--- src/rtl/wb_master_single.sv ---
// Wishbone B4 classic single-cycle master: turns one valid/ready command into one
// bus READ or WRITE, then returns one response (read data or timeout error).
module wb_master_single #(
  parameter int ADDR_WIDTH = 16,
  parameter int DATA_WIDTH = 32,
  parameter int GRANULE    = 8,
  parameter int TIMEOUT    = 255
) (
  input  logic                           clk_i,
  input  logic                           rst_i,
  input  logic                           cmd_valid_i,
  output logic                           cmd_ready_o,
  input  logic                           cmd_we_i,
  input  logic [ADDR_WIDTH-1:0]          cmd_adr_i,
  input  logic [DATA_WIDTH-1:0]          cmd_dat_i,
  input  logic [DATA_WIDTH/GRANULE-1:0]  cmd_sel_i,
  output logic                           rsp_valid_o,
  input  logic                           rsp_ready_i,
  output logic [DATA_WIDTH-1:0]          rsp_dat_o,
  output logic                           rsp_err_o,
  output logic                           cyc_o,
  output logic                           stb_o,
  output logic                           we_o,
  output logic [ADDR_WIDTH-1:0]          adr_o,
  output logic [DATA_WIDTH-1:0]          dat_o,
  output logic [DATA_WIDTH/GRANULE-1:0]  sel_o,
  input  logic [DATA_WIDTH-1:0]          dat_i,
  input  logic                           ack_i
);

  localparam int SEL_WIDTH = DATA_WIDTH / GRANULE;
  localparam int CNT_WIDTH = (TIMEOUT > 0) ? $clog2(TIMEOUT + 1) : 1;
  localparam logic [CNT_WIDTH-1:0] CNT_LIMIT = (TIMEOUT > 0) ? CNT_WIDTH'(TIMEOUT - 1) : '0;
  localparam logic [CNT_WIDTH-1:0] CNT_MAX   = '1;

  typedef enum logic [1:0] {
    IDLE,
    BUS,
    RESPOND
  } state_e;

  state_e                  state_q;
  logic [CNT_WIDTH-1:0]    cnt_q;
  logic [CNT_WIDTH-1:0]    cnt_d;
  logic                    timeout_d;
  logic                    cmd_ready_q;
  logic                    rsp_valid_q;
  logic [DATA_WIDTH-1:0]   rsp_dat_q;
  logic                    rsp_err_q;
  logic                    cyc_q;
  logic                    stb_q;
  logic                    we_q;
  logic [ADDR_WIDTH-1:0]   adr_q;
  logic [DATA_WIDTH-1:0]   dat_q;
  logic [SEL_WIDTH-1:0]    sel_q;

  // Counter saturates so a disabled timeout can never wrap back onto the limit.
  assign cnt_d     = (cnt_q == CNT_MAX) ? cnt_q : cnt_q + 1'b1;
  assign timeout_d = (TIMEOUT != 0) && (cnt_q == CNT_LIMIT);

  always_ff @(posedge clk_i) begin
    if (rst_i) begin
      state_q     <= IDLE;
      cnt_q       <= '0;
      cmd_ready_q <= 1'b0;
      rsp_valid_q <= 1'b0;
      rsp_dat_q   <= '0;
      rsp_err_q   <= 1'b0;
      cyc_q       <= 1'b0;
      stb_q       <= 1'b0;
      we_q        <= 1'b0;
      adr_q       <= '0;
      dat_q       <= '0;
      sel_q       <= '0;
    end else begin
      unique case (state_q)
        IDLE: begin
          if (cmd_ready_q && cmd_valid_i) begin
            cmd_ready_q <= 1'b0;
            cyc_q       <= 1'b1;
            stb_q       <= 1'b1;
            we_q        <= cmd_we_i;
            adr_q       <= cmd_adr_i;
            dat_q       <= cmd_dat_i;
            sel_q       <= cmd_sel_i;
            cnt_q       <= '0;
            state_q     <= BUS;
          end else begin
            cmd_ready_q <= 1'b1;
          end
        end
        BUS: begin
          // ack has priority over a timeout landing on the same edge.
          if (ack_i || timeout_d) begin
            rsp_dat_q   <= (ack_i && !we_q) ? dat_i : '0;
            rsp_err_q   <= !ack_i;
            rsp_valid_q <= 1'b1;
            cyc_q       <= 1'b0;
            stb_q       <= 1'b0;
            we_q        <= 1'b0;
            adr_q       <= '0;
            dat_q       <= '0;
            sel_q       <= '0;
            state_q     <= RESPOND;
          end else begin
            cnt_q <= cnt_d;
          end
        end
        RESPOND: begin
          if (rsp_ready_i) begin
            rsp_valid_q <= 1'b0;
            rsp_err_q   <= 1'b0;
            cmd_ready_q <= 1'b1;
            state_q     <= IDLE;
          end
        end
        default: state_q <= IDLE;
      endcase
    end
  end

  assign cmd_ready_o = cmd_ready_q;
  assign rsp_valid_o = rsp_valid_q;
  assign rsp_dat_o   = rsp_dat_q;
  assign rsp_err_o   = rsp_err_q;
  assign cyc_o       = cyc_q;
  assign stb_o       = stb_q;
  assign we_o        = we_q;
  assign adr_o       = adr_q;
  assign dat_o       = dat_q;
  assign sel_o       = sel_q;

endmodule

--- config.mk ---
export PLATFORM = sky130hd
export DESIGN_NAME = wb_master_single
export DESIGN_NICKNAME = d
export VERILOG_FILES = /design/src/rtl/wb_master_single.sv
export SDC_FILE = /design/constraint.sdc
export NUM_CORES = 1
export LEC_CHECK = 0
export CAP_MARGIN = 20
export CELL_PAD_IN_SITES_DETAIL_PLACEMENT = 2
export CELL_PAD_IN_SITES_GLOBAL_PLACEMENT = 2
export CORE_ASPECT_RATIO = 0.5
export CORE_UTILIZATION = 21
export CTS_CLUSTER_DIAMETER = 50
export DETAILED_ROUTE_END_ITERATION = 6
export PLACE_DENSITY = 0.79
export SYNTH_ARGS = -nofsm -noshare
export SYNTH_HDL_FRONTEND = slang
export SYNTH_SLANG_ARGS = --single-unit
--- constraint.sdc ---
create_clock -name clk_i -period 1.6 [get_ports clk_i]
set_input_delay 0.16 -clock clk_i [delete_from_list [all_inputs] [get_ports clk_i]]
set_output_delay 0.16 -clock clk_i [all_outputs]
set_load 0.05 [all_outputs]
==> run metrics, run 1 <==
internal power=around 4400 µW; global placement routability congestion=0.810; Final Util=between 30% and 40%; Crit. End Element=flip-flop; layout cells sized above 1=between 20% and 30%; post-synthesis area per instance=between 8 and 9 µm²; outcome=complete, but fails checks; actual slew at the worst max-slew pin=~430 ps; register bit count reported by yosys=between 90 and 100; failing checks=negative setup slack; final hold viol count=0; clk root buf=clkbuf_16; endpoints failing setup=2; pre-CTS WS=-193 ps; LEAKAGE=roughly 0.0023 µW; vias in the first global route=4303; die area=~0.018 mm²; Setup Skew=around 8 ps; clk slew on worst S/H paths=~70 ps; first-pass GRT wire length=around 23 mm; Core Box Area=0.0168 mm²; number of synthesized flops with an enable pin=0; overall die height=around 96 µm; initial antenna violation count=0; GRT Residual Overflow=0; cts hold-fix bufs=0; top cells by area, synth=dfxtp_1 (53%), nand2_1 (15%), a21oi_1 (13%), o21ai_0 (4.6%), clkbuf_1 (2.2%); CP max FO=3; TritonCTS clock tree=built; Nets=between 700 and 800; sequential share of power=42.4%; worst setup path category=reg2reg; post-synthesis simple-gate area fraction=between 20% and 30%; CP arrival=1880 ps; CTS H-tree lvls=3; clk sinks=~100; worst stage delay on the critical path=~330 ps; leading register cell type out of synthesis=dfxtp_1; Critical path buffers and inverters=2; Clock power frac=39.0%; ANT nets after route=0; fin. max-slew vios=0; Mapped Area=around 0.0037 mm²; Yosys top cell area share=53.4%; area growth from synthesis to layout=66.6%; CP Cell Sequence=inv_1 -> ha_4 -> nor2_4 -> o31ai_4 -> buf_4 -> nand2_1 -> a311oi_2; Antenna diodes=0; Peak Freq=around 610 MHz; post-synthesis compound-gate area fraction=between 20% and 30%; RSZ-0062 raised after global routing=yes; Final Cycle Share=102%; most frequent cells in the layout=nand2_1 (145), buf_4 (117), dfxtp_1 (94); Mapped Nets=553; Filler Cell Count=~1.9k; Async S/R FF share, synth=0%; Worst Hold Margin=roughly 160 ps; Die X=approximately 190 µm; initial DRC count=91; GRT Total Usage=between 10% and 20%; DRC=0; Final Worst Setup Slack=-28.8 ps; Initial Utilization=~22%; Sum Neg Setup Slack=-29.3 ps; CTS Buffer Depth=2; main combinational cell family by area after synthesis=compound AO/OA/AOI/OAI gates; xor/xnor share of the synthesized area=0%; Initial DRT Pass Iterations=4; Min-Delay Path Class=in2reg; HPWL Detailed=between 10 and 15 mm; Seq/Total Area, Yosys=between 50% and 60%; Logic pwr share=a little under a fifth; area leader, netlist=dfxtp_1; Switching Fraction=28.1%; post-layout minimum cycle time=roughly 1600 ps; Yosys cell types=38; worst skew pair latency=340 ps; # rows=33; most common cell after layout, fill and taps aside=nand2_1; largest net degree at the start of global routing=37; delay-heaviest family, CP=compound AO/OA/AOI/OAI gates; Synthesis Warnings=0; Slew headroom=71.6%; adder-cell share of the synthesized area=0.674%; critical path's slowest cell=dfxtp_2; Top Ports=180; number of CTS-inserted buffers=9; required time worst endpoint=~1900 ps; maxcap violations=0; pwr/cell area=about 1000 mW/mm²; Via density=about 4.5; Max VDD drop=460 µV; Psw=between 1500 and 2000 µW; I/O Buffers=roughly 180; final wirelength=roughly 15 mm; mux share of post-synthesis cell area=less than 1%; per-cell routed wire length=roughly 17 µm; vias=between 3k and 4k; Gate Count Post-Synth=roughly 460; CP startpoint kind=flip-flop
## cells in the mapped netlist, types with 2 or more instances
library cell  instances
nand4_1               3
buf_2                13
ha_1                  2
a31oi_1               4
o21ai_1               3
dfxtp_1              99
inv_1                 2
nand2b_1              2
nand3b_1              2
nand2_1             145
clkbuf_1             22
nand3_1               6
or3_1                 3
nor2_1                5
o21ai_0              34
nor3_1                2
a21oi_1              93
## worst min-delay path, stage by stage
cell and delay, ps:
buf_2 130, or3_1 120, o31ai_1 50
## kinds of logic (layout without fill, tap and decap cells)
| kind of cell | count (synthesis) | count (layout) |
|---|---|---|
| muxes | 1 | 1 |
| AOI/OAI and AO/OA | 144 | 144 |
| and+or+nand+nor | 177 | 177 |
| buffers and inverters | 38 | 232 |
| adders and majority gates | 2 | 2 |
| DFF | 99 | 99 |
## cell type report
class | count | area (µm²) | area share, %
clock buffers | 11 | 243 | 3.92
clock inverters | 5 | 85.1 | 1.38
inverters | 2 | 7.51 | 0.121
multi-input cells | 324 | 1670 | 27.0
flip-flops and latches | 99 | 1990 | 32.1
well taps | 227 | 284 | 4.59
repair buffers | 214 | 1910 | 30.8
## what timing repair did
item | 4_1_cts | 5_1_grt
setup endpoints to repair | 28 | 94
gates resized for setup | 7 | 13
pin swaps | 2 | 2
buffers inserted | 2 | 0
## stage by stage
stage	total power, µW	instances	area, µm²
after global placement	3810	864	5750
after detailed placement	3830	864	5750
after CTS	6300	882	6120
after global routing	6450	882	6180
final	6190	882	6180
after floorplan	3270	461	3710
## registers in the layout, summed over array words and instances (netlist names)
signal       flops
stb_o            1
cmd_ready_o      1
dat_o           32
rsp_dat_o       32
adr_o           16
we_o             1
sel_o            4
state_q          2
rsp_err_o        1
rsp_valid_o      1
cnt_q            8
## metal layers
metal,up-vias,GRT usage (%),routed length [µm],share of wire [%]
li1,1931,-,-,-
met1,1957,18.0,6150,42
met2,85,29.8,7600,52
met3,21,4.08,604,4.1
met4,0,4.84,236,1.6
met5,-,0,0,0
## power groups by stage
| stage | registers [µW] | logic [µW] | clock network, µW |
|---|---|---|---|
| 2_1_floorplan | 3000 | 271 | 0 |
| 3_3_place_gp | 2670 | 1130 | 0 |
| 3_5_place_dp | 2680 | 1160 | 0 |
| 4_1_cts | 2620 | 1160 | 2510 |
| 5_1_grt | 2630 | 1230 | 2580 |
| 6_report | 2620 | 1150 | 2410 |
## path summary, 6_finish.rpt
path	from	slack, ps	cells after the start	to
setup / recovery	cnt_q[0]	-30	7	cnt_q[3]
hold / removal	rst_i	160	3	cnt_q[0]
setup reg to reg	cnt_q[0]	-30	7	cnt_q[3]
hold reg to reg	dat_o[3]	460	2	dat_o[3]
Note: power is estimated with default switching activity, not from simulation.
==> inputs of run 2 (changes only) <==
- CORE_ASPECT_RATIO: 0.5 -> unset
==> run metrics, run 2 (synthesis results as in run 1) <==
clk root buf=clkbuf_16 (unchanged); RSZ-0062 raised after global routing=yes (unchanged); most frequent CP cell=buf_6; met1 WL=5.95 mm (was 6.15 mm); initial antenna violation count=0 (unchanged); CP startpoint kind=flip-flop (unchanged); CTS Buffer Depth=2 (unchanged); final hold viol count=0 (unchanged); global placement routability congestion=0.789 (was 0.810); clk sinks=99 (unchanged); Post-Layout Cell Count=882 (unchanged); worst skew pair latency=350 ps (was 340 ps); initial DRC count=133 (was 91); clk slew on worst S/H paths=70 ps (about the same); pwr/cell area=959 mW/mm² (was 1000 mW/mm²); per-cell routed wire length=17.4 µm (was 16.5 µm); Crit. End Element=flip-flop (unchanged); Post-Place Cells=858 (was 864); Initial DRT Pass Iterations=4 (unchanged); GRT Total Usage=16.7% (was 16.0%); Setup Skew=7.71 ps (was 8.08 ps); TritonCTS clock tree=built (unchanged); Worst Hold Margin=168 ps (was 160 ps); Final Util=36.1% (was 36.8%); Area after DPL=0.00569 mm² (was 0.00575 mm²); die area=0.0182 mm² (about the same); Die X=135 µm (was 190 µm); CP arrival=1760 ps (was 1880 ps); actual slew at the worst max-slew pin=379 ps (was 425 ps); final wirelength=15.3 mm (was 14.6 mm); met2 wire len=7.86 mm (was 7.60 mm); Nets=744 (was 742); GRT Residual Overflow=0 (unchanged); most common cell after layout, fill and taps aside=nand2_1 (unchanged); DR WL met3=1.24 mm (was 604 µm); Core Box Area=0.0173 mm² (was 0.0168 mm²); maxcap violations=0 (unchanged); LEAKAGE=0.00238 µW (was 0.00235 µW); Max VDD drop=541 µV (was 460 µV); Sum Neg Setup Slack=0 ps (was -29.3 ps); Final Cycle Share=96.0% (was 102%); fin. max-slew vios=0 (unchanged); largest net degree at the start of global routing=47 (was 37); outcome=finished, final reports clean (was complete, but fails checks); Top Ports=180 (unchanged); DRC=0 (unchanged); vias=4084 (was 3994); delay-heaviest family, CP=buffers and inverters (was compound AO/OA/AOI/OAI gates); DR top layer=met4 (unchanged); post-layout minimum cycle time=1540 ps (was 1630 ps); CP Cell Sequence=and4_4 -> a41oi_2 -> buf_6 -> buf_6 -> buf_12 -> o21ai_0 -> a21oi_1 (was inv_1 -> ha_4 -> nor2_4 -> o31ai_4 -> buf_4 -> nand2_1 -> a311oi_2); cts hold-fix bufs=0 (unchanged); Peak Freq=651 MHz (was 614 MHz); number of CTS-inserted buffers=9 (unchanged); area growth from synthesis to layout=68.1% (was 66.6%); first-pass GRT wire length=23.4 mm (was 22.7 mm); CP max FO=15 (was 3); Slew headroom=74.7% (was 71.6%); # rows=48 (was 33); overall die height=135 µm (was 96.0 µm); Min-Delay Path Class=in2reg (unchanged); Initial Utilization=21.5% (was 22.1%); endpoints failing setup=0 (was 2); required time worst endpoint=1830 ps (was 1860 ps); most frequent cells in the layout=nand2_1 (144), buf_4 (115), a21oi_1 (92), dfxtp_1 (92), clkdlybuf4s50_1 (88) (was nand2_1 (145), buf_4 (117), dfxtp_1 (94)); Critical path buffers and inverters=3 (was 2); Antenna diodes=0 (unchanged); critical path's slowest cell=dfxtp_1 (was dfxtp_2); ANT nets after route=0 (unchanged); Filler Cell Count=1936 (was 1891); CTS H-tree lvls=3 (unchanged); vias in the first global route=4556 (was 4303); final instance area=0.00624 mm² (was 0.00618 mm²); HPWL Detailed=10.6 mm (was 10.7 mm); layout cells sized above 1=26.9% (was 24.9%); Via density=4.63 (was 4.53); worst stage delay on the critical path=360 ps (was 330 ps); I/O Buffers=179 (unchanged); worst setup path category=reg2reg (unchanged)
==> run 2: changes by cell type in the layout (fill, tap and decap cells not counted), sizes merged <==
cell      previous run  this run
inv                  3         2
clkinv               1         3
clkbuf              11        13
bufinv               2         0
clkinvlp             1         2
==> run 2: path summary, 6_finish.rpt <==
path,startpoint,endpoint,slack (ps),cells after the start
min reg2reg,dat_o[24],dat_o[24],460,2
max reg2reg,cnt_q[4],rsp_dat_o[19],60,7
max,cnt_q[4],rsp_dat_o[19],60,7
min,rst_i,cnt_q[0],170,3
==> run 2: cell type report <==
class | count | area (µm²) | share of cell area [%]
Timing Repair Buffer | 216 | 1990 | 31.9
Multi-Input combinational cell | 324 | 1680 | 26.9
Clock inverter | 5 | 37.5 | 0.602
Inverter | 2 | 7.51 | 0.120
Clock buffer | 11 | 253 | 4.05
Tap cell | 225 | 282 | 4.51
Sequential cell | 99 | 1990 | 31.9
==> run 2: power by group <==
part           switching (µW)  total (µW)  leakage [µW]  internal, µW
combinational             719        1210       0.00143           490
clock                    1010        2150      0.000138          1140
sequential               60.3        2620      0.000807          2560
total                    1790        5980       0.00238          4200
==> run 2: tightest hold or removal path: cells and delay by family <==
kind | cells | cell delay (ps)
AND/OR/NAND/NOR | 1 | 120
buffers and inverters | 1 | 130
AO/OA/AOI/OAI | 1 | 70
==> run 2: stage by stage <==
| stage | total power, µW | setup WS [ps] |
|---|---|---|
| 2_1_floorplan | 3270 | 89.3 |
| 3_3_place_gp | 3780 | -38.5 |
| 3_5_place_dp | 3820 | -224 |
| 4_1_cts | 6060 | 0.941 |
| 5_1_grt | 6250 | -36.8 |
| 6_report | 5980 | 63.9 |
==> run 2: timing repair <==
item,4_1_cts,5_1_grt
pin swaps,3,8
cloned,2,2
resized for setup,19,32
setup buffers,4,0
endpoints found under the setup margin,83,89
==> run 2: routing by layer <==
| metal | global-route usage, % | up-vias |
|---|---|---|
| met5 | 0 | - |
| met4 | 6.62 | 0 |
| met3 | 5.44 | 18 |
| met2 | 31.1 | 144 |
| met1 | 17.1 | 1980 |
| li1 | - | 1942 |
==> inputs of run 3 (changes only) <==
- CORE_UTILIZATION: 21 -> 23
- MAX_ROUTING_LAYER: unset -> met4
- PLACE_DENSITY: 0.79 -> 0.85
- clock period: 1.6 -> 1.8 ns (I/O delays scaled with it)
==> run metrics, run 3 (synthesis results as in run 1) <==
pre-CTS WS=-13.3 ps (was -224 ps); Core Box Area=0.0158 mm² (was 0.0173 mm²); clk root buf=clkbuf_16 (unchanged); post-layout minimum cycle time=1750 ps (was 1540 ps); Die X=129 µm (was 135 µm); total power=5410 µW (was 5980 µW); outcome=finished, final reports clean (unchanged); GRT Residual Overflow=0 (unchanged); DRC=0 (unchanged); HPWL Detailed=10.2 mm (was 10.6 mm); fin. max-slew vios=0 (unchanged); per-cell routed wire length=16.7 µm (was 17.4 µm); CTS H-tree lvls=3 (unchanged); Max VDD drop=373 µV (was 541 µV); layout cells sized above 1=7.51% (was 26.9%); Final Worst Setup Slack=49.7 ps (was 63.9 ps); final hold viol count=0 (unchanged); required time worst endpoint=2060 ps (was 1830 ps); actual slew at the worst max-slew pin=543 ps (was 379 ps); clk slew on worst S/H paths=70 ps (about the same); TritonCTS clock tree=built (unchanged); Min-Delay Path Class=in2reg (unchanged); Nets=726 (was 744); maxcap violations=0 (unchanged); Critical path buffers and inverters=1 (was 3); die area=0.0167 mm² (was 0.0182 mm²); worst skew pair latency=360 ps (was 350 ps); CP Cell Sequence=inv_1 -> ha_2 -> nor2_1 -> o31ai_4 -> nand2_1 -> a311oi_2 (was and4_4 -> a41oi_2 -> buf_6 -> buf_6 -> buf_12 -> o21ai_0 -> a21oi_1); # rows=46 (was 48); Final Util=39.2% (was 36.1%); Crit. End Element=flip-flop (unchanged); I/O Buffers=179 (unchanged); vias=4003 (was 4084); CP max FO=8 (was 15); area growth from synthesis to layout=67.1% (was 68.1%); global placement routability congestion=0.832 (was 0.789); GRT Total Usage=17.9% (was 16.7%); Final Cycle Share=97.2% (was 96.0%); largest net degree at the start of global routing=54 (was 47); number of CTS-inserted buffers=9 (unchanged); Setup Skew=8.97 ps (was 7.71 ps); most frequent cells in the layout=clkdlybuf4s50_1 (176), nand2_1 (145), dfxtp_1 (99) (was nand2_1 (144), buf_4 (115), a21oi_1 (92), dfxtp_1 (92), clkdlybuf4s50_1 (88)); pwr/cell area=871 mW/mm² (was 959 mW/mm²); most common cell after layout, fill and taps aside=clkdlybuf4s50_1 (was nand2_1); overall die height=129 µm (was 135 µm); Initial Utilization=23.5% (was 21.5%); ANT nets after route=0 (unchanged); first-pass GRT wire length=22.5 mm (was 23.4 mm); Area after DPL=0.00585 mm² (was 0.00569 mm²); worst stage delay on the critical path=380 ps (was 360 ps); vias in the first global route=4409 (was 4556); Via density=4.68 (was 4.63); final instance area=0.00620 mm² (was 0.00624 mm²); worst setup path category=reg2reg (unchanged); CTS Buffer Depth=2 (unchanged); critical path's slowest cell=o31ai_4 (was dfxtp_1); CP startpoint kind=flip-flop (unchanged); Slew headroom=63.7% (was 74.7%); delay-heaviest family, CP=compound AO/OA/AOI/OAI gates (was buffers and inverters); Antenna diodes=0 (unchanged); final wirelength=14.3 mm (was 15.3 mm); clk sinks=99 (unchanged); initial antenna violation count=0 (unchanged); Peak Freq=571 MHz (was 651 MHz); CP arrival=2010 ps (was 1760 ps); Initial DRT Pass Iterations=4 (unchanged); LEAKAGE=0.00209 µW (was 0.00238 µW); Top Ports=180 (unchanged); initial DRC count=140 (was 133); endpoints failing setup=0 (unchanged)
## run 3: metrics by stage
step	instances	hold WS, ps	setup TNS [ps]
2_1_floorplan	461	291	0
3_5_place_dp	837	455	-13.3
6_report	855	298	0
4_1_cts	853	288	0
3_3_place_gp	837	441	0
5_1_grt	855	326	-1620
## run 3: path summary, 6_finish.rpt
path              slack [ps]  cells past startpoint       endpoint  startpoint
setup / recovery          50                      6       cnt_q[3]    cnt_q[0]
hold / removal           300                      2  rsp_dat_o[15]       rst_i
setup reg to reg          50                      6       cnt_q[3]    cnt_q[0]
hold reg to reg          460                      2       dat_o[3]    dat_o[3]
## run 3: cell type report
cell class	count	area, µm²
well taps	216	270
inverters	2	7.51
clock inverters	5	60.1
fillers	1762	9620
clock buffers	11	253
flip-flops and latches	99	1980
repair buffers	198	2000
multi-input cells	324	1630
## run 3: worst register-to-register path, stage by stage (launching register included)
cell	delay (ps)
dfxtp_1	350
inv_1	110
ha_2	240
nor2_1	90
o31ai_4	380
nand2_1	200
a311oi_2	290
## run 3: repair_timing
item                       4_1_cts  5_1_grt
setup endpoints to repair        2       63
hold buffers                     0        0
pin swaps                        0        1
hold endpoints to repair         0        0
setup buffers                    0        2
gates resized for setup          1        3
cloned                           0        0
## run 3: layer usage
metal  wire length (µm)  global-route usage (%)  share of wire, %  vias up
met5                  0                       -                 0        -
met4                203                    5.19               1.4        0
met3                939                    5.62               6.6       17
met2               7210                    31.1                51      135
met1               5900                    19.7                41     1952
li1                   -                       -                 -     1899
## run 3: report_power, final
part           switching, µW  internal [µW]
Sequential              54.0           2280
Clock                    880           1160
Combinational            610            425
Total                   1540           3860
